[src/rtl/sd_load_ctrl_pkg.sv]
// Shared types and constants for the SD image loader.
// State encodings, error codes and default image size live here.
package sd_load_ctrl_pkg;

  typedef enum logic [2:0] {
    S_IDLE,
    S_WAIT_FOUND,
    S_LOAD,
    S_DRAIN,
    S_DONE,
    S_ERR
  } state_e;

  localparam logic [1:0] ERR_NONE     = 2'd0;
  localparam logic [1:0] ERR_TIMEOUT  = 2'd1;
  localparam logic [1:0] ERR_OVERFLOW = 2'd2;

  localparam logic [31:0] DEF_BIN_SIZE = 32'd4096;
  localparam int          FIFO_DEPTH   = 4;

  function automatic logic [31:0] word_addr(
    input logic [31:0] base,
    input logic [31:0] n
  );
    return base + (n << 2);
  endfunction

endpackage

[src/rtl/sd_load_ctrl_if.sv]
// Memory write handshake between the loader and the memory port.
// The loader holds addr/data stable while wr_req is high.
interface sd_load_ctrl_if;
  logic        wr_req;
  logic [31:0] wr_addr;
  logic [31:0] wr_data;
  logic        wr_ack;

  modport master (
    output wr_req, wr_addr, wr_data,
    input  wr_ack
  );

  modport slave (
    input  wr_req, wr_addr, wr_data,
    output wr_ack
  );
endinterface

[src/rtl/sd_load_ctrl_fifo.sv]
// 4x32 synchronous word FIFO with flush.
// A push into a full FIFO succeeds when a pop happens the same cycle.
module sd_word_fifo
  import sd_load_ctrl_pkg::*;
(
  input  logic        clk_i,
  input  logic        rst_i,
  input  logic        clr_i,
  input  logic        push_i,
  input  logic        pop_i,
  input  logic [31:0] wdata_i,
  output logic [31:0] rdata_o,
  output logic        full_o,
  output logic        empty_o,
  output logic [2:0]  count_o
);

  localparam int AW = $clog2(FIFO_DEPTH);

  logic [31:0]   mem_q [FIFO_DEPTH];
  logic [AW-1:0] wptr_q, rptr_q;
  logic [AW:0]   cnt_q;
  logic          do_push, do_pop;

  assign empty_o = (cnt_q == '0);
  assign full_o  = (cnt_q == (AW+1)'(FIFO_DEPTH));
  assign count_o = cnt_q;
  assign rdata_o = mem_q[rptr_q];

  assign do_pop  = pop_i && !empty_o;
  assign do_push = push_i && (!full_o || do_pop);

  always_ff @(posedge clk_i) begin
    if (rst_i || clr_i) begin
      wptr_q <= '0;
      rptr_q <= '0;
      cnt_q  <= '0;
    end else begin
      if (do_push) wptr_q <= wptr_q + AW'(1);
      if (do_pop)  rptr_q <= rptr_q + AW'(1);
      cnt_q <= cnt_q + (AW+1)'(do_push) - (AW+1)'(do_pop);
    end
  end

  always_ff @(posedge clk_i) begin
    if (do_push) mem_q[wptr_q] <= wdata_i;
  end

endmodule

[src/rtl/sd_load_ctrl.sv]
// Streams bytes from the SD file reader into memory as 32-bit words.
// Bytes pack little-endian; words queue in a 4-deep FIFO before writing.
module sd_load_ctrl
  import sd_load_ctrl_pkg::*;
#(
  parameter logic [31:0] BIN_SIZE    = DEF_BIN_SIZE,
  parameter logic [31:0] BASE_ADDR   = 32'h0000_0000,
  parameter logic [23:0] TIMEOUT_CYC = 24'd2_700_000
) (
  input  logic          clk27mhz,
  input  logic          reset,
  input  logic          start,
  input  logic          rd_file_found,
  input  logic          rd_outen,
  input  logic [7:0]    rd_outbyte,
  sd_load_ctrl_if.master wr,
  output logic          busy,
  output logic          done,
  output logic          err,
  output logic [1:0]    err_code,
  output logic [31:0]   words_written
);

  localparam logic [31:0] NWORDS =
    (BIN_SIZE >> 2) + {31'd0, |BIN_SIZE[1:0]};

  state_e      state_q, state_d;
  logic [31:0] bcnt_q, bcnt_d;
  logic [31:0] pack_q, pack_d;
  logic [31:0] words_q, words_d;
  logic [23:0] idle_q, idle_d;
  logic        pad_q, pad_d;
  logic [1:0]  ecode_q, ecode_d;

  logic        push, pop, clr;
  logic        f_full, f_empty;
  logic [2:0]  f_count;
  logic [31:0] push_data, head;
  logic        req, accept, last;
  logic [1:0]  lane;

  sd_word_fifo u_fifo (
    .clk_i   (clk27mhz),
    .rst_i   (reset),
    .clr_i   (clr),
    .push_i  (push),
    .pop_i   (pop),
    .wdata_i (push_data),
    .rdata_o (head),
    .full_o  (f_full),
    .empty_o (f_empty),
    .count_o (f_count)
  );

  assign req = !f_empty &&
    (state_q == S_LOAD || state_q == S_DRAIN);
  assign pop = req && wr.wr_ack;

  assign lane   = bcnt_q[1:0];
  assign accept = (state_q == S_LOAD) && rd_outen &&
    (bcnt_q < BIN_SIZE);
  assign last   = (bcnt_q + 32'd1 == BIN_SIZE);

  always_comb begin
    state_d   = state_q;
    bcnt_d    = bcnt_q;
    pack_d    = pack_q;
    words_d   = words_q;
    idle_d    = idle_q;
    pad_d     = 1'b0;
    ecode_d   = ecode_q;
    push      = 1'b0;
    push_data = pack_q;
    clr       = 1'b0;

    if (pop) words_d = words_q + 32'd1;

    unique case (state_q)
      S_IDLE, S_DONE, S_ERR: begin
        if (start) begin
          state_d = S_WAIT_FOUND;
          bcnt_d  = '0;
          pack_d  = '0;
          words_d = '0;
          idle_d  = '0;
          ecode_d = ERR_NONE;
          clr     = 1'b1;
        end
      end
      S_WAIT_FOUND: begin
        if (rd_file_found) begin
          state_d = S_LOAD;
          idle_d  = '0;
        end else if (idle_q + 24'd1 == TIMEOUT_CYC) begin
          state_d = S_ERR;
          ecode_d = ERR_TIMEOUT;
          clr     = 1'b1;
        end else begin
          idle_d = idle_q + 24'd1;
        end
      end
      S_LOAD: begin
        if (accept) begin
          idle_d = '0;
          bcnt_d = bcnt_q + 32'd1;
          if (lane == 2'd0) pack_d = '0;
          pack_d[{lane, 3'b000} +: 8] = rd_outbyte;
          if (lane == 2'd3) begin
            push      = 1'b1;
            push_data = {rd_outbyte, pack_q[23:0]};
            pack_d    = '0;
          end
          if (last) begin
            state_d = S_DRAIN;
            pad_d   = (lane != 2'd3);
          end
        end else if (idle_q + 24'd1 == TIMEOUT_CYC) begin
          state_d = S_ERR;
          ecode_d = ERR_TIMEOUT;
          clr     = 1'b1;
        end else begin
          idle_d = idle_q + 24'd1;
        end
      end
      S_DRAIN: begin
        if (pad_q) push = 1'b1;
        if (!pad_q && f_count == 3'd0 && words_q == NWORDS)
          state_d = S_DONE;
      end
      default: state_d = S_IDLE;
    endcase

    // A word arriving at a full FIFO with no pop is lost: abort the load.
    if (push && f_full && !pop) begin
      state_d = S_ERR;
      ecode_d = ERR_OVERFLOW;
      push    = 1'b0;
      clr     = 1'b1;
    end
  end

  always_ff @(posedge clk27mhz) begin
    if (reset) begin
      state_q <= S_IDLE;
      bcnt_q  <= '0;
      pack_q  <= '0;
      words_q <= '0;
      idle_q  <= '0;
      pad_q   <= 1'b0;
      ecode_q <= ERR_NONE;
    end else begin
      state_q <= state_d;
      bcnt_q  <= bcnt_d;
      pack_q  <= pack_d;
      words_q <= words_d;
      idle_q  <= idle_d;
      pad_q   <= pad_d;
      ecode_q <= ecode_d;
    end
  end

  assign wr.wr_req  = req;
  assign wr.wr_addr = word_addr(BASE_ADDR, words_q);
  assign wr.wr_data = req ? head : 32'd0;

  assign busy = (state_q == S_WAIT_FOUND) ||
    (state_q == S_LOAD) || (state_q == S_DRAIN);
  assign done          = (state_q == S_DONE);
  assign err           = (state_q == S_ERR);
  assign err_code      = err ? ecode_q : ERR_NONE;
  assign words_written = words_q;

endmodule
[src/flat_wrapper.sv]
// flat-port wrapper written by rule: the top's interface ports become plain ports
module sd_load_ctrl_flat import sd_load_ctrl_pkg::*;
#(
  parameter logic [31:0] BIN_SIZE    = DEF_BIN_SIZE,
  parameter logic [31:0] BASE_ADDR   = 32'h0000_0000,
  parameter logic [23:0] TIMEOUT_CYC = 24'd2_700_000
)
  (clk27mhz, reset, start, rd_file_found, rd_outen, rd_outbyte, busy, done, err, err_code, words_written, wr_wr_req, wr_wr_addr, wr_wr_data, wr_wr_ack);
  sd_load_ctrl_if wr_i ();
  input  logic clk27mhz;
  input  logic reset;
  input  logic start;
  input  logic rd_file_found;
  input  logic rd_outen;
  input  logic [7:0] rd_outbyte;
  output logic busy;
  output logic done;
  output logic err;
  output logic [1:0] err_code;
  output logic [31:0] words_written;
  output wire logic [$bits(wr_i.wr_req)-1:0] wr_wr_req;
  output wire logic [$bits(wr_i.wr_addr)-1:0] wr_wr_addr;
  output wire logic [$bits(wr_i.wr_data)-1:0] wr_wr_data;
  input wire logic [$bits(wr_i.wr_ack)-1:0] wr_wr_ack;
  assign wr_wr_req = wr_i.wr_req;
  assign wr_wr_addr = wr_i.wr_addr;
  assign wr_wr_data = wr_i.wr_data;
  assign wr_i.wr_ack = wr_wr_ack;
  sd_load_ctrl #(.BIN_SIZE(BIN_SIZE), .BASE_ADDR(BASE_ADDR), .TIMEOUT_CYC(TIMEOUT_CYC)) u_core (.clk27mhz(clk27mhz), .reset(reset), .start(start), .rd_file_found(rd_file_found), .rd_outen(rd_outen), .rd_outbyte(rd_outbyte), .wr(wr_i), .busy(busy), .done(done), .err(err), .err_code(err_code), .words_written(words_written));
endmodule
[config.mk]
export PLATFORM = sky130hd
export DESIGN_NAME = sd_load_ctrl_flat
export DESIGN_NICKNAME = d
export VERILOG_FILES = /design/src/rtl/sd_load_ctrl_pkg.sv /design/src/rtl/sd_load_ctrl_if.sv /design/src/rtl/sd_load_ctrl_fifo.sv /design/src/rtl/sd_load_ctrl.sv /design/src/flat_wrapper.sv
export SDC_FILE = /design/constraint.sdc
export NUM_CORES = 1
export LEC_CHECK = 0
export CORE_MARGIN = 3
export CORE_UTILIZATION = 25
export CTS_CLUSTER_DIAMETER = 200
export CTS_CLUSTER_SIZE = 14
export DETAILED_ROUTE_END_ITERATION = 8
export PLACE_DENSITY_LB_ADDON = 0.3
export SETUP_SLACK_MARGIN = 0.5
export SYNTH_ARGS = -nofsm -noshare
export SYNTH_HDL_FRONTEND = slang
export SYNTH_HIERARCHICAL = 1
export SYNTH_SLANG_ARGS = --single-unit
export TNS_END_PERCENT = 50
[constraint.sdc]
create_clock -name clk27mhz -period 3.2 [get_ports clk27mhz]
set_input_delay 0.48 -clock clk27mhz [delete_from_list [all_inputs] [get_ports clk27mhz]]
set_output_delay 0.48 -clock clk27mhz [all_outputs]
set_load 0.005 [all_outputs]
**After elaboration in Yosys (flattened, before gate mapping)**

Memory sizes are Yosys's and may differ from the RTL's. A register that Yosys moved wholly into a read port is not among the register bits.
Cells that the tools add are included.

- Add/subtract/negate cells: 8
- Multiply operators: 0
- Divide/modulo/power cells: 0
- Order comparisons: 1
- Equality and inequality tests: 22
- Shift-type cells: 2
- Mux-type cells: 52
- Bitwise logic cells: 3
- Reductions and logical operators: 34

Operator list:

| operator | number |
|---|---|
| two-way mux 32 bit | 14 |
| case mux 32 bit (2 select lines) | 2 |
| two-way mux 24 bit | 4 |
| case mux 24 bit (3 select lines) | 1 |
| adder 32 x 1 -> 32 bit (second input constant) | 2 |
| bitwise mux 32 bit | 1 |
| equality test 32 x 11 -> 1 bit (second input constant) | 1 |
| equality test 32 x 13 -> 1 bit (second input constant) | 1 |
| less-than comparator 32 x 13 -> 1 bit (second input constant) | 1 |
| variable shift 8 x 7 -> 32 bit (first input constant) | 1 |
| variable part select 8 x 7 -> 32 bit | 1 |
| adder 24 x 1 -> 24 bit (second input constant) | 1 |
| equality test 24 x 22 -> 1 bit (second input constant) | 1 |
| two-way mux 3 bit | 7 |
| two-way mux 2 bit | 8 |
| case mux 3 bit (4 select lines) | 1 |
| two-way mux 1 bit | 11 |
| logical AND 1 bit | 10 |
| equality test 3 bit (second input constant) | 3 |
| AND reduction 3 bit | 3 |
| != test 2 bit (second input constant) | 4 |
| AND reduction 4 bit | 2 |
| negator 5 -> 7 bit | 1 |
| equality test 3 x 2 -> 1 bit (second input constant) | 2 |
| other kinds (25) | 39 |

- Register bits after elaboration: 133
- Bits in latches: 0
- Memory bits (writable): 128
- Memory bits (read-only): 0
- Input port bits: 14
- Output and inout port bits: 102
- Word-level logic and storage cells: 135
- Memories: 1

Memories:

| memory | words | width | read ports | clocked after memory_dff | write ports | RTL line | source |
|---|---|---|---|---|---|---|---|
| u_core.u_fifo.mem_q | 4 | 32 | 1 | 1 | 1 | sd_load_ctrl_fifo.sv:20 | `logic [31:0] mem_q [FIFO_DEPTH];` |

**Longest topological paths before layout**

Gate-level depths: netlist (run 1).

- Word-level depth: 11
- Gate-level depth with buffers: 15
- Depth with buffers taken out: 12

**Hierarchy**

The synthesis (run 1) kept the hierarchy.

Modules (own cells, without submodules):

| module | times used | cells an instance | area each (um^2) | seq. area each (um^2) |
|---|---|---|---|---|
| sd_load_ctrl | 1 | 930 | 7189.4 | 2522.4 |
| sd_word_fifo | 1 | 215 | 5077.4 | 4023.9 |

**Worst setup path after synthesis (run 1)**

OpenSTA, ideal clock, no wires.

- Path kind: in2reg
- From: in rd_outen
- To: mem u_core.u_fifo.mem_q[0][0] (enable)
- Library setup time: 0.392 ns
- Data arrival time: 3.110 ns
- Required time: 2.808 ns
- Slack: -0.302 ns
- Stages: 6
- Path buffers: 0
- Path through: or4b_2 nor3_1 and2_1 nand2_2 a21boi_0 and3_1

- Longest elaborated chain between the ends: 10

Ends and longest elaborated chain:

| what | RTL line | source |
|---|---|---|
| from (decl) | flat_wrapper.sv:14 | `input logic rd_outen;` |
| logical AND 1 bit (*) (2 in series) | sd_load_ctrl.sv:60 | `assign accept = (state_q == S_LOAD) && rd_outen &&` |
| two-way mux 1 bit (*) | sd_load_ctrl.sv:103 | `if (accept) begin` |
| case mux 1 bit (2 select lines) (*) | sd_load_ctrl.sv:78 | `unique case (state_q)` |
| logical AND 1 bit (2 in series) | sd_load_ctrl.sv:134 | `if (push && f_full && !pop) begin` |
| two-way mux 1 bit (*) | sd_load_ctrl.sv:134 |  |
| named net u_core.push | sd_load_ctrl.sv:35 | `logic push, pop, clr;` |
| logical AND 1 bit (*) | sd_load_ctrl_fifo.sv:31 | `assign do_push = push_i && (!full_o \|\| do_pop);` |
| two-way mux 1 bit (*) | sd_load_ctrl_fifo.sv:46 | `if (do_push) mem_q[wptr_q] <= wdata_i;` |
| two-way mux 1 bit (implied by the code) (*) | sd_load_ctrl_fifo.sv:46 |  |
| to (decl) | sd_load_ctrl_fifo.sv:20 |  |

The timed path passes the listed nets; every way through them passes the cells marked *.

**Final worst setup path (run 1)**

- From: reg u_core.bcnt_q[4]
- To: reg u_core.state_q[0]

- Longest elaborated chain between the ends: 8
- Elaborated cells between the ends (all ways): 15
- Those cells by class: 1 x add/sub; 1 x order compare; 4 x eq/ne; 5 x mux; 4 x reduce/logical

Ends and longest elaborated chain:

| what | RTL line | source |
|---|---|---|
| from (decl) | sd_load_ctrl.sv:28 | `logic [31:0] bcnt_q, bcnt_d;` |
| from (signal assigned) | sd_load_ctrl.sv:153 | `bcnt_q <= bcnt_d;` |
| less-than comparator 32 x 13 -> 1 bit | sd_load_ctrl.sv:61 | `(bcnt_q < BIN_SIZE);` |
| logical AND 1 bit | sd_load_ctrl.sv:60 |  |
| two-way mux 1 bit | sd_load_ctrl.sv:103 |  |
| case mux 1 bit (2 select lines) | sd_load_ctrl.sv:78 |  |
| logical AND 1 bit (2 in series) | sd_load_ctrl.sv:134 |  |
| != test 4 bit (no source line) (tied with other cells) | n/a |  |
| AND reduction 3 bit (no source line) | n/a |  |
| to (signal assigned) | sd_load_ctrl.sv:152 | `state_q <= state_d;` |
| to (decl) | sd_load_ctrl.sv:27 | `state_e state_q, state_d;` |

Several ways; a longest one is shown, not always the timed one.
A chain may end at the register's enable or synchronous reset.

==> impl_summary.txt, run 1 <==
----------------------------------------------------
[Timing]
  Final Max Slew Viols ... 0
  Shortest clock period the worst path allows after layout ... 2.75 ns
  Unrepaired setup endpoints after global routing ... true
  Largest clock skew in the final design ... ~0.017 ns
  Total count of hold-check failures in the final report ... 0
  Final Hold Slack ... about 0.45 ns
  Share of the clock period used by the worst path ... 0.858
  Worst slew pin tran ... approximately 0.72 ns
  Worst slew margin relative to its limit ... 0.519
  F_max ... around 0.36 GHz
  Final Setup Violations ... 0

[Clock tree]
  Clock tree from TritonCTS ... yes
  Hold Buf Count CTS ... 0
  Max Root-Sink Buffers ... 3
  Worst skew pair latency ... around 0.53 ns
  CTS Root Buffer Type ... clkbuf_16
  Number of sinks driven by the clock tree ... roughly 260
  H-Tree Level Count ... 1
  Clock-pin slew on the worst setup and hold paths ... around 0.07 ns
  Num CTS Buffers ... 22

[Cells and area]
  Antenna fix cells ... 0
  Area added between synthesis and finish ... 28.6%
  Number of nets in the layout ... between 1000 and 1500
  Fraction of layout cells with a size suffix above 1 ... 0.210
  Non-filler cells, final ... a little under 2000

[Yosys]
  Mean instance size in the synthesized netlist ... between 10 and 15 sq um
  Post-synthesis async set-or-reset flop share ... 0
  Cell type contributing the most total cell area after synthesis ... edfxtp_1
  Register bit total from synthesis ... between 200 and 300
  Gate Count Post-Synth ... around 1100
  Ys Warns ... 6
  Area share of the largest cell type after synthesis ... 0.313
  Netlist area before placement ... between 10000 and 15000 sq um
  Register area share after synthesis ... 0.534
  Top cells by area in the synthesized netlist ... edfxtp_1 31%, dfxtp_1 22%, mux4_2 5.9%
  Distinct cells, synth ... about 80
  Dominant register cell in the synthesized netlist ... dfxtp_1
  EDFF count, synth ... 128

[Placement]
  Post-detailed-placement half-perimeter wirelength ... around 22000 um
  # port buffers ... approximately 110
  Global placer's final weighted congestion ... between 0.8 and 0.9
  Number of placed cells counting well taps ... 1870

[Worst setup path]
  Crit Path Max Fanout ... 8
  FF-to-FF path depth ... 8
  Required time reported for the critical path endpoint ... 3.59 ns
  Critical Path Sink Type ... flip-flop
  Critical path startpoint ... u_core/bcnt_q[4]
  Nature of the critical path startpoint ... flip-flop
  Crit Reg-Reg Startpoint ... u_core/bcnt_q[4]
  Type of the worst setup path ... flip-flop to flip-flop
  CP Data Arrival Time ... between 3 and 4 ns

[Floorplanning]
  Core area ... roughly 48000 sq um
  Die Footprint ... around 52000 sq um
  Number of I/O pins ... ~120
  Initial Util ... 0.255
  Total number of placement rows ... 80
  Width of the die ... ~230 um
  Die Y-Extent ... 228 um

[Power and ir drop]
  Internal Pwr Total ... around 0.0056 W
  Flop pwr share ... 0.494
  Leakage dissipation ... between 5 and 6 nW
  Total power per unit cell area ... about 500 nW/um^2
  Clock network fraction of design power ... 0.315
  Max VDD drop ... around 0.35 mV
  Sw Share ... 0.294
  Switch Pwr ... around 0.0023 W
  Combinational share of power ... 0.191

[Route]
  Violation count after the first detailed-routing iteration ... ~730
  Via/cell ratio ... approximately 4.7
  Overall routed net length ... 32800 um
  Pre-antenna DRT Iters ... 5
  DR WL/cell ... about 17 um
  Residual DRC ... 0
  Total vias in the final route ... between 9000 and 10000
  Number of routed nets with antenna violations ... 0

[Global route]
  Global Route met2 Usage ... 0.206
  Overall global routing resource usage ... 0.123
  Maximum number of pins on one net before global-route repair ... roughly 60
  Vias in the first global route ... slightly below 9000
  Wire length of the first global-routing pass ... roughly 51000 um
  Fraction of met3 tracks used by global routing ... 0.0218
  Total congestion overflow after global routing ... 0
  Initial antenna violation count ... 0
  Most used routing layer in global routing ... met2
  Met1 usage ... 0.169

[Min path]
  Class of the tightest hold or removal check ... flip-flop to flip-flop
  Instance count along the most critical hold path ... 2
  Worst min-delay path startpoint ... u_core/pack_q[27]

[Job]
  Maximum capacitance violations ... 0

[Status]
  Status ... finished, final reports clean

----------------------------------------------------
placed cells by master (no fill, tap or decap), types with 14 or more instances in the layout:
master,count
inv_1,15
buf_12,16
a21oi_1,80
dfxtp_1,103
and3_1,31
nor2_1,102
nand4_1,18
clkbuf_16,23
dfxtp_2,19
mux4_2,32
clkdlybuf4s50_1,81
xor2_1,31
nand2_1,101
and2_1,39
nand3_1,52
edfxtp_1,128
o21ai_0,32
and4_1,14
buf_4,67
dlymetal6s2s_1,16
xnor2_1,18
nor3_1,21
Yosys cell counts, types with 26 or more instances:
cell	instances
buf_4	36
edfxtp_1	128
o21ai_0	33
and3_1	35
nor2_1	107
nand2_1	106
xor2_1	31
clkbuf_1	35
mux4_2	32
and2_1	45
dfxtp_1	135
nand3_1	53
a21oi_1	81
nor3_1	26
cell type report:
type                    count  area, sq um
fillers                  4859        32400
flip-flops and latches    263         6620
multi-input cells         776         5500
repair buffers            205         2140
well taps                 656          821
clock buffers              34          596
inverters                  18         67.6
clock inverters             2         21.3
power groups by stage:
stage | registers, W | logic [W] | clock network (W)
2_1_floorplan | 0.00392 | 0.000863 | 0
3_3_place_gp | 0.00398 | 0.00137 | 0
3_5_place_dp | 0.00399 | 0.00139 | 0
4_1_cts | 0.00391 | 0.00142 | 0.00260
5_1_grt | 0.00394 | 0.00167 | 0.00273
6_report | 0.00391 | 0.00151 | 0.00249
path summary, 6_finish.rpt:
kind | slack, ns | to
worst max-delay path | 0.45 | u_core/state_q[0]
worst min-delay path | 0.45 | u_core/pack_q[27]
worst max register to register | 0.45 | u_core/state_q[0]
worst min register to register | 0.45 | u_core/pack_q[27]
sequential cells by signal, summed over array words and instances (netlist names), named ones only:
register and count:
u_core/bcnt_q 32, u_core/ecode_q 2, u_core/idle_q 24, u_core/pack_q 32, u_core/pad_q 1, u_core/state_q 3, u_core/u_fifo/count_o 3, u_core/u_fifo/mem_q 128
u_core/u_fifo/rptr_q 2, u_core/u_fifo/wptr_q 2, u_core/words_written 32
worst max-delay path, cell delays in order (launching register included):
cell and delay [ns]:
dfxtp_1 0.46, nand2_1 0.21, nor4_4 0.41, nand4_1 0.12, o21ai_0 0.14, or4bb_1 0.48
nand4b_1 0.35, a2111oi_2 0.35, nor4_1 0.07
layer usage:
layer / wire length, um / share of wire
met1: 15300 / 0.47
met2: 15600 / 0.48
met3: 1450 / 0.044
met4: 434 / 0.013
met5: 0 / 0
metrics by stage:
step                      setup WS [ns]  total power (W)  cell area [sq um]  TNS, ns   util
final                             0.453          0.00791              15800        0  0.328
after global routing              0.355          0.00834              15800        0  0.328
after CTS                         0.343          0.00793              15200        0  0.316
after detailed placement        -0.0306          0.00538              14200  -0.0611  0.296
after global placement          -0.0352          0.00534              14200  -0.0559  0.296
after floorplan                   0.460          0.00479              12300        0      -
kinds of logic after synthesis:
| logic type | synth area share |
|---|---|
| adder cells (fa/ha/maj) | 0.0159 |
| flip-flops | 0.534 |
| buffers and inverters | 0.0460 |
| AND/OR/NAND/NOR | 0.216 |
| XOR/XNOR | 0.0350 |
| multiplexers | 0.0718 |
| other | 0.000306 |
| AO/OA/AOI/OAI | 0.0814 |
repair_timing:
action                                  4_1_cts  5_1_grt
gates resized for setup                      66       94
endpoints found under the setup margin       64       76
gates cloned                                  3        1
pin swaps                                     4       28
buffers inserted                             19       25
Note: power is estimated with default switching activity, not from simulation.
==> inputs of run 2 (changes only) <==
==> constraint.sdc (replaced) <==
create_clock -name clk27mhz -period 2.73 [get_ports clk27mhz]
set_input_delay 0.4095 -clock clk27mhz [delete_from_list [all_inputs] [get_ports clk27mhz]]
set_output_delay 0.4095 -clock clk27mhz [all_outputs]
set_load 0.005 [all_outputs]
==> run 2 against run 1 <==
Core utilization increased by 2.8 points. Hold slack worse by 0.17 ns. Critical path depth increased by 3. Non-clock buffer count rose by 124. First-iteration DRC count fell by 5.8%. Final area grew 8.5%. Wire length is 6.7% higher. Total power grew 22%. Sequential power up 17%. Combinational power is 42% higher. Die area unchanged. Critical path type unchanged. Largest cell class unchanged. Largest power group unchanged. Highest routed layer is now met5.
==> impl_summary.txt, run 2 (synthesis gave the netlist of run 1 again) <==
----------------------------------------------------
[Floorplanning]
  Die Y-Extent ... 228 um (unchanged)
  Width of the die ... 228 um (unchanged)
  Initial Util ... 0.255 (unchanged)
  Number of I/O pins ... 116 (unchanged)
  Total number of placement rows ... 80 (unchanged)
  Die Footprint ... 51800 sq um (unchanged)
  Core area ... 48100 sq um (unchanged)

[Min path]
  Worst min-delay path startpoint ... reset
  Class of the tightest hold or removal check ... input port to flip-flop

[Clock tree]
  Number of sinks driven by the clock tree ... 263 (unchanged)
  Clock tree from TritonCTS ... yes
  CTS Root Buffer Type ... clkbuf_16
  Num CTS Buffers ... 22 (unchanged)
  Clock-pin slew on the worst setup and hold paths ... 0.08 ns (about the same)
  Worst skew pair latency ... 0.54 ns (about the same)
  H-Tree Level Count ... 1 (unchanged)
  Max Root-Sink Buffers ... 3 (unchanged)
  Hold Buf Count CTS ... 0 (unchanged)

[Cells and area]
  Antenna fix cells ... 0 (unchanged)
  Non-filler cells, final ... 2078 (+6.3%)
  Highest-count cells in the layout ignoring fill and taps ... 143 x buf_4, 128 x edfxtp_1, 115 x dfxtp_1, 101 x nor2_1, 97 x nand2_1
  Core utilization of the finished layout ... 0.356 (+0.0280)
  Fraction of layout cells with a size suffix above 1 ... 0.318 (+0.108)
  Area of all placed cells without fillers ... 17100 sq um (+8.5%)
  Number of nets in the layout ... 1439 (+9.4%)
  Area added between synthesis and finish ... 39.5%
  Most common library cell in the layout ignoring fill and taps ... buf_4
  Largest reg by FF count ... u_core/u_fifo/mem_q
  Max reg flops ... 128 (unchanged)

[Route]
  Violation count after the first detailed-routing iteration ... 686 (-5.8%)
  Overall routed net length ... 35000 um (+6.7%)
  Total vias in the final route ... 9763 (+5.8%)
  Residual DRC ... 0 (unchanged)
  Number of routed nets with antenna violations ... 0 (unchanged)
  DR WL/cell ... 16.8 um (+0.34%)
  Pre-antenna DRT Iters ... 5 (unchanged)
  Via/cell ratio ... 4.70 (-0.47%)

[Timing]
  F_max ... 0.385 GHz (+5.7%)
  Shortest clock period the worst path allows after layout ... 2.60 ns (-0.148 ns)
  Final Setup Violations ... 0 (unchanged)
  Worst slew margin relative to its limit ... 0.597 (+0.0782)
  Smallest setup slack after layout ... 0.131 ns (-0.322 ns)
  Share of the clock period used by the worst path ... 0.952 (+0.0934)
  Largest clock skew in the final design ... 0.0174 ns (+0.000440 ns)
  Unrepaired setup endpoints after global routing ... true
  Total count of hold-check failures in the final report ... 0 (unchanged)
  Final Max Slew Viols ... 0 (unchanged)
  Worst slew pin tran ... 0.599 ns (-0.121 ns)

[Global route]
  Initial antenna violation count ... 1 (+1)
  Overall global routing resource usage ... 0.130 (+0.00744)
  Vias in the first global route ... 9448 (+7.3%)
  Maximum number of pins on one net before global-route repair ... 43 (-27%)
  Wire length of the first global-routing pass ... 53500 um (+5.3%)
  Total congestion overflow after global routing ... 0 (unchanged)

[Placement]
  Number of placed cells counting well taps ... 1962 (+4.9%)
  Placement Cell Area ... 14900 sq um (+4.8%)
  Post-detailed-placement half-perimeter wirelength ... 22500 um (+4.6%)
  Worst slack, placed ... -0.261 ns (-0.231 ns)
  Global placer's final weighted congestion ... 0.841 (-1.3%)
  # port buffers ... 113 (unchanged)

[Power and ir drop]
  Clock network fraction of design power ... 0.302 (-0.013)
  Flop pwr share ... 0.475 (-0.019)
  Total Power ... 0.00964 W (+22%)
  Sw Share ... 0.295 (+0.00113)
  Switch Pwr ... 0.00284 W (+22%)
  Internal Pwr Total ... 0.00679 W (+22%)
  Combinational share of power ... 0.224 (+0.033)
  Leakage dissipation ... 6.24 nW (+8.0%)
  Total power per unit cell area ... 563 nW/um^2 (+12%)
  Max VDD drop ... 0.359 mV (+4.0%)

[Worst setup path]
  Crit Reg-Reg Startpoint ... u_core/bcnt_q[12]
  Type of the worst setup path ... flip-flop to flip-flop
  Critical Path Sink Type ... flip-flop
  Critical path startpoint ... u_core/bcnt_q[12]
  Crit Path Max Fanout ... 5 (-3)
  CP Data Arrival Time ... 2.84 ns (-0.29 ns)
  Nature of the critical path startpoint ... flip-flop
  Required time reported for the critical path endpoint ... 2.97 ns (-0.62 ns)

[Status]
  Status ... finished, final reports clean

[Job]
  Maximum capacitance violations ... 0 (unchanged)

----------------------------------------------------
[run 2: changes by cell type in the layout (fill, tap and decap cells not counted), moves of 7 or more]
cell / delta
buf_16: +7
dlymetal6s2s_1: -16
dfxtp_1: +12
dlygate4sd2_1: -11
and2_1: -14
buf_2: +17
buf_6: +45
and2_4: +14
buf_4: +76
[run 2: per-stage QoR]
stage                     TNS (ns)  hold slack, ns
after global placement      -18.29           0.437
after CTS                        0           0.278
final                            0           0.285
after detailed placement    -18.45           0.442
after global routing             0           0.302
after floorplan                  0           0.428
[run 2: layout make-up]
type	instances	area [sq um]
fillers	4778	31000
multi-input cells	776	5680
well taps	656	821
clock buffers	34	596
flip-flops and latches	263	6590
inverters	18	72.6
repair buffers	329	3340
clock inverters	2	21.3
[run 2: worst max-delay path, stage by stage, from the launching register on]
cell and delay, ns:
dfxtp_4 0.36, or4b_4 0.52, nor3_4 0.18, and2_4 0.21, nand2_8 0.06, a21boi_4 0.15
buf_4 0.13, buf_6 0.08, buf_6 0.10, and3_4 0.22, buf_6 0.14, clkbuf_16 0.15
[run 2: metal layers]
layer / routed length (um) / GRT usage / up-vias
li1: - / - / 4680
met1: 15900 / 0.181 / 4800
met2: 16900 / 0.220 / 233
met3: 1580 / 0.0184 / 48
met4: 547 / 0.0237 / 2
met5: 13 / 0 / -
[run 2: worst paths after layout]
kind                                      to  slack (ns)  cells after the start
hold / removal              u_core/bcnt_q[0]        0.29                      2
hold reg to reg            u_core/pack_q[24]        0.45                      2
setup reg to reg  u_core/u_fifo/mem_q[0][17]        0.13                     11
setup / recovery  u_core/u_fifo/mem_q[0][17]        0.13                     11
[run 2: what timing repair did]
action	CTS	global route
resized for setup	269	72
pin swaps	68	36
gates cloned	9	5
setup buffers	51	15
endpoints found under the setup margin	261	280
[run 2: power groups by stage]
stage	logic, W	clock network (W)	registers (W)
final	0.00215	0.00291	0.00457
after detailed placement	0.00179	0	0.00466
after global routing	0.00235	0.00317	0.00460
after floorplan	0.00102	0	0.00460
after CTS	0.00203	0.00302	0.00457
after global placement	0.00177	0	0.00464
==> inputs of run 3 (changes only) <==
==> constraint.sdc (replaced) <==
create_clock -name clk27mhz -period 2.8 [get_ports clk27mhz]
set_input_delay 0.42 -clock clk27mhz [delete_from_list [all_inputs] [get_ports clk27mhz]]
set_output_delay 0.42 -clock clk27mhz [all_outputs]
set_load 0.005 [all_outputs]
==> run 3 against run 2 <==
Combinational power fell by 7%. Clock skew decreased by 0.0048 ns. Non-clock buffer count decreased by 3. Final area up 0.26%. Largest cell class unchanged. Largest power group unchanged.
==> impl_summary.txt, run 3 (synthesis gave the netlist of run 1 again) <==
----------------------------------------------------
[Floorplanning]
  Core area ... 48100 sq um (unchanged)
  Number of I/O pins ... 116 (unchanged)
  Width of the die ... 228 um (unchanged)
  Die Y-Extent ... 228 um (unchanged)
  Total number of placement rows ... 80 (unchanged)
  Die Footprint ... 51800 sq um (unchanged)
  Initial Util ... 0.255 (unchanged)

[Route]
  Overall routed net length ... 34800 um (-0.56%)
  Violation count after the first detailed-routing iteration ... 586 (-15%)
  Residual DRC ... 0 (unchanged)
  Via/cell ratio ... 4.62 (-1.7%)
  Number of routed nets with antenna violations ... 0 (unchanged)
  DR WL/cell ... 16.7 um (-0.46%)
  Total vias in the final route ... 9590 (-1.8%)
  Pre-antenna DRT Iters ... 5 (unchanged)

[Timing]
  Worst slew pin tran ... 0.680 ns (+0.0808 ns)
  Total count of hold-check failures in the final report ... 0 (unchanged)
  Final Max Slew Viols ... 0 (unchanged)
  Largest clock skew in the final design ... 0.0126 ns (-0.00483 ns)
  Unrepaired setup endpoints after global routing ... true
  F_max ... 0.385 GHz (about the same)
  Shortest clock period the worst path allows after layout ... 2.60 ns (-0.00175 ns)
  Share of the clock period used by the worst path ... 0.927 (-0.0244)
  Worst slew margin relative to its limit ... 0.547 (-0.0504)
  Final Setup Violations ... 0 (unchanged)
  Final Hold Slack ... 0.312 ns (+0.0267 ns)
  Smallest setup slack after layout ... 0.203 ns (+0.0717 ns)

[Status]
  Status ... finished, final reports clean

[Worst setup path]
  Crit Path Max Fanout ... 4 (-1)
  Reg-to-reg endpoint ... u_core/u_fifo/count_o[2]
  Setup slack of the worst register-to-register path ... 0.20 ns (+0.07 ns)
  Worst-path cell with the longest stage delay ... or4b_4
  Required time reported for the critical path endpoint ... 3.23 ns (+0.26 ns)
  Crit Reg-Reg Startpoint ... u_core/bcnt_q[12]
  Largest delay contributor family on the critical path ... simple AND/OR/NAND/NOR gates
  CP Data Arrival Time ... 3.03 ns (+0.19 ns)
  Type of the worst setup path ... flip-flop to flip-flop
  Critical Path Sink Type ... flip-flop
  Critical path cell sequence ... or4b_4 -> nor3_4 -> and2_4 -> nand2_8 -> a21boi_4 -> or2_4 -> nand2_4 -> ha_4 -> fa_2 -> xnor2_1 -> nor3_1
  Count of buffer and inverter cells on the critical path ... 0 (-5)
  Nature of the critical path startpoint ... flip-flop
  FF-to-FF path depth ... 11 (unchanged)
  Delay contributed by the slowest stage of the critical path ... 0.55 ns (+0.03 ns)

[Cells and area]
  Area added between synthesis and finish ... 39.9%
  Highest-count cells in the layout ignoring fill and taps ... 148 x buf_4, 128 x edfxtp_1, 108 x dfxtp_1, 99 x nor2_1, 94 x nand2_1
  Storage cell area ... 6600 sq um (+0.13%)
  Fraction of layout cells with a size suffix above 1 ... 0.337 (+0.0190)
  Largest reg by FF count ... u_core/u_fifo/mem_q
  Fill cell instance count of the final layout ... 4767 (-0.23%)
  Number of nets in the layout ... 1436 (-0.21%)
  Most common library cell in the layout ignoring fill and taps ... buf_4
  Area of the multi-input gates ... 5800 sq um (+2.1%)
  Max reg flops ... 128 (unchanged)

[Clock tree]
  Worst skew pair latency ... 0.53 ns (about the same)
  CTS Root Buffer Type ... clkbuf_16
  Clock tree from TritonCTS ... yes
  Max Root-Sink Buffers ... 3 (unchanged)
  Number of sinks driven by the clock tree ... 263 (unchanged)
  Clock-pin slew on the worst setup and hold paths ... 0.07 ns (about the same)
  H-Tree Level Count ... 1 (unchanged)
  Num CTS Buffers ... 22 (unchanged)

[Global route]
  Wire length of the first global-routing pass ... 53100 um (-0.83%)
  Fraction of met3 tracks used by global routing ... 0.0232 (+0.00477)
  Initial antenna violation count ... 1 (unchanged)
  Overall global routing resource usage ... 0.129 (-0.00119)
  Total congestion overflow after global routing ... 0 (unchanged)
  Most used routing layer in global routing ... met2
  Vias in the first global route ... 9334 (-1.2%)
  Maximum number of pins on one net before global-route repair ... 41 (-4.7%)
  Global Route met2 Usage ... 0.221 (+0.00108)
  Met1 usage ... 0.172 (-0.00822)

[Placement]
  Global placer's final weighted congestion ... 0.861 (+2.4%)
  Post-detailed-placement half-perimeter wirelength ... 22500 um (about the same)
  Worst slack, placed ... -0.193 ns (+0.0680 ns)
  # port buffers ... 113 (unchanged)

[Min path]
  Class of the tightest hold or removal check ... input port to flip-flop
  Hold worst-path end ... u_core/bcnt_q[0]
  Instance count along the most critical hold path ... 2 (unchanged)
  Worst min-delay path startpoint ... reset

[Job]
  Maximum capacitance violations ... 0 (unchanged)

[Power and ir drop]
  Leakage dissipation ... 6.23 nW (about the same)
  Max VDD drop ... 0.504 mV (+40%)
  Total power per unit cell area ... 542 nW/um^2 (-3.8%)

----------------------------------------------------
==> run 3: final cells by class <==
class | count | area share
antenna | 1 | 0.000146
inverter | 18 | 0.00408
clock buffer | 34 | 0.0347
tap | 656 | 0.0478
clock inverter | 2 | 0.00124
timing repair buffer | 326 | 0.190
sequential | 263 | 0.384
multi-input combinational | 776 | 0.338
==> run 3: routing by layer <==
metal	up-vias	share of wire
li1	4672	-
met1	4663	0.44
met2	215	0.49
met3	40	0.052
met4	0	0.017
met5	-	0
==> run 3: how the worst max path moves through the flow <==
stage | start | endpoint | slack [ns] | depth (start not counted)
2_1_floorplan | u_core/idle_q[0] | u_core/ecode_q[1] | 0.21 | 12
3_3_place_gp | rd_outen | u_core/u_fifo/count_o[2] | -0.18 | 12
3_5_place_dp | rd_outen | u_core/u_fifo/count_o[2] | -0.19 | 12
4_1_cts | flip-flop | wr_wr_data[5] | 0.20 | 5
5_1_grt | u_core/bcnt_q[13] | u_core/u_fifo/count_o[2] | 0.10 | 12
6_report | u_core/bcnt_q[12] | u_core/u_fifo/count_o[2] | 0.20 | 11
==> run 3: metrics by stage <==
step / area, sq um / utilization / instances / power, W / TNS [ns]
4_1_cts: 16700 / 0.346 / 2055 / 0.00922 / 0
6_report: 17200 / 0.356 / 2076 / 0.00929 / 0
3_3_place_gp: 14900 / 0.310 / 1961 / 0.00617 / -1.61
5_1_grt: 17200 / 0.356 / 2076 / 0.00976 / 0
2_1_floorplan: 12400 / - / 1147 / 0.00548 / 0
3_5_place_dp: 14900 / 0.310 / 1961 / 0.00619 / -3.45
==> run 3: report_power, final <==
group	total [W]	leakage, nW	internal [W]	switching (W)
registers	0.00445	2.33	0.00429	0.000155
logic	0.00201	3.60	0.000782	0.00122
clock network	0.00284	0.296	0.00146	0.00138
==> run 3: repair_timing <==
action                     4_1_cts  5_1_grt
gates cloned                     8        3
setup endpoints to repair      251      251
setup buffers                   50       17
hold buffers                     0        0
gates resized for setup        282       82
pin swaps                       55       32
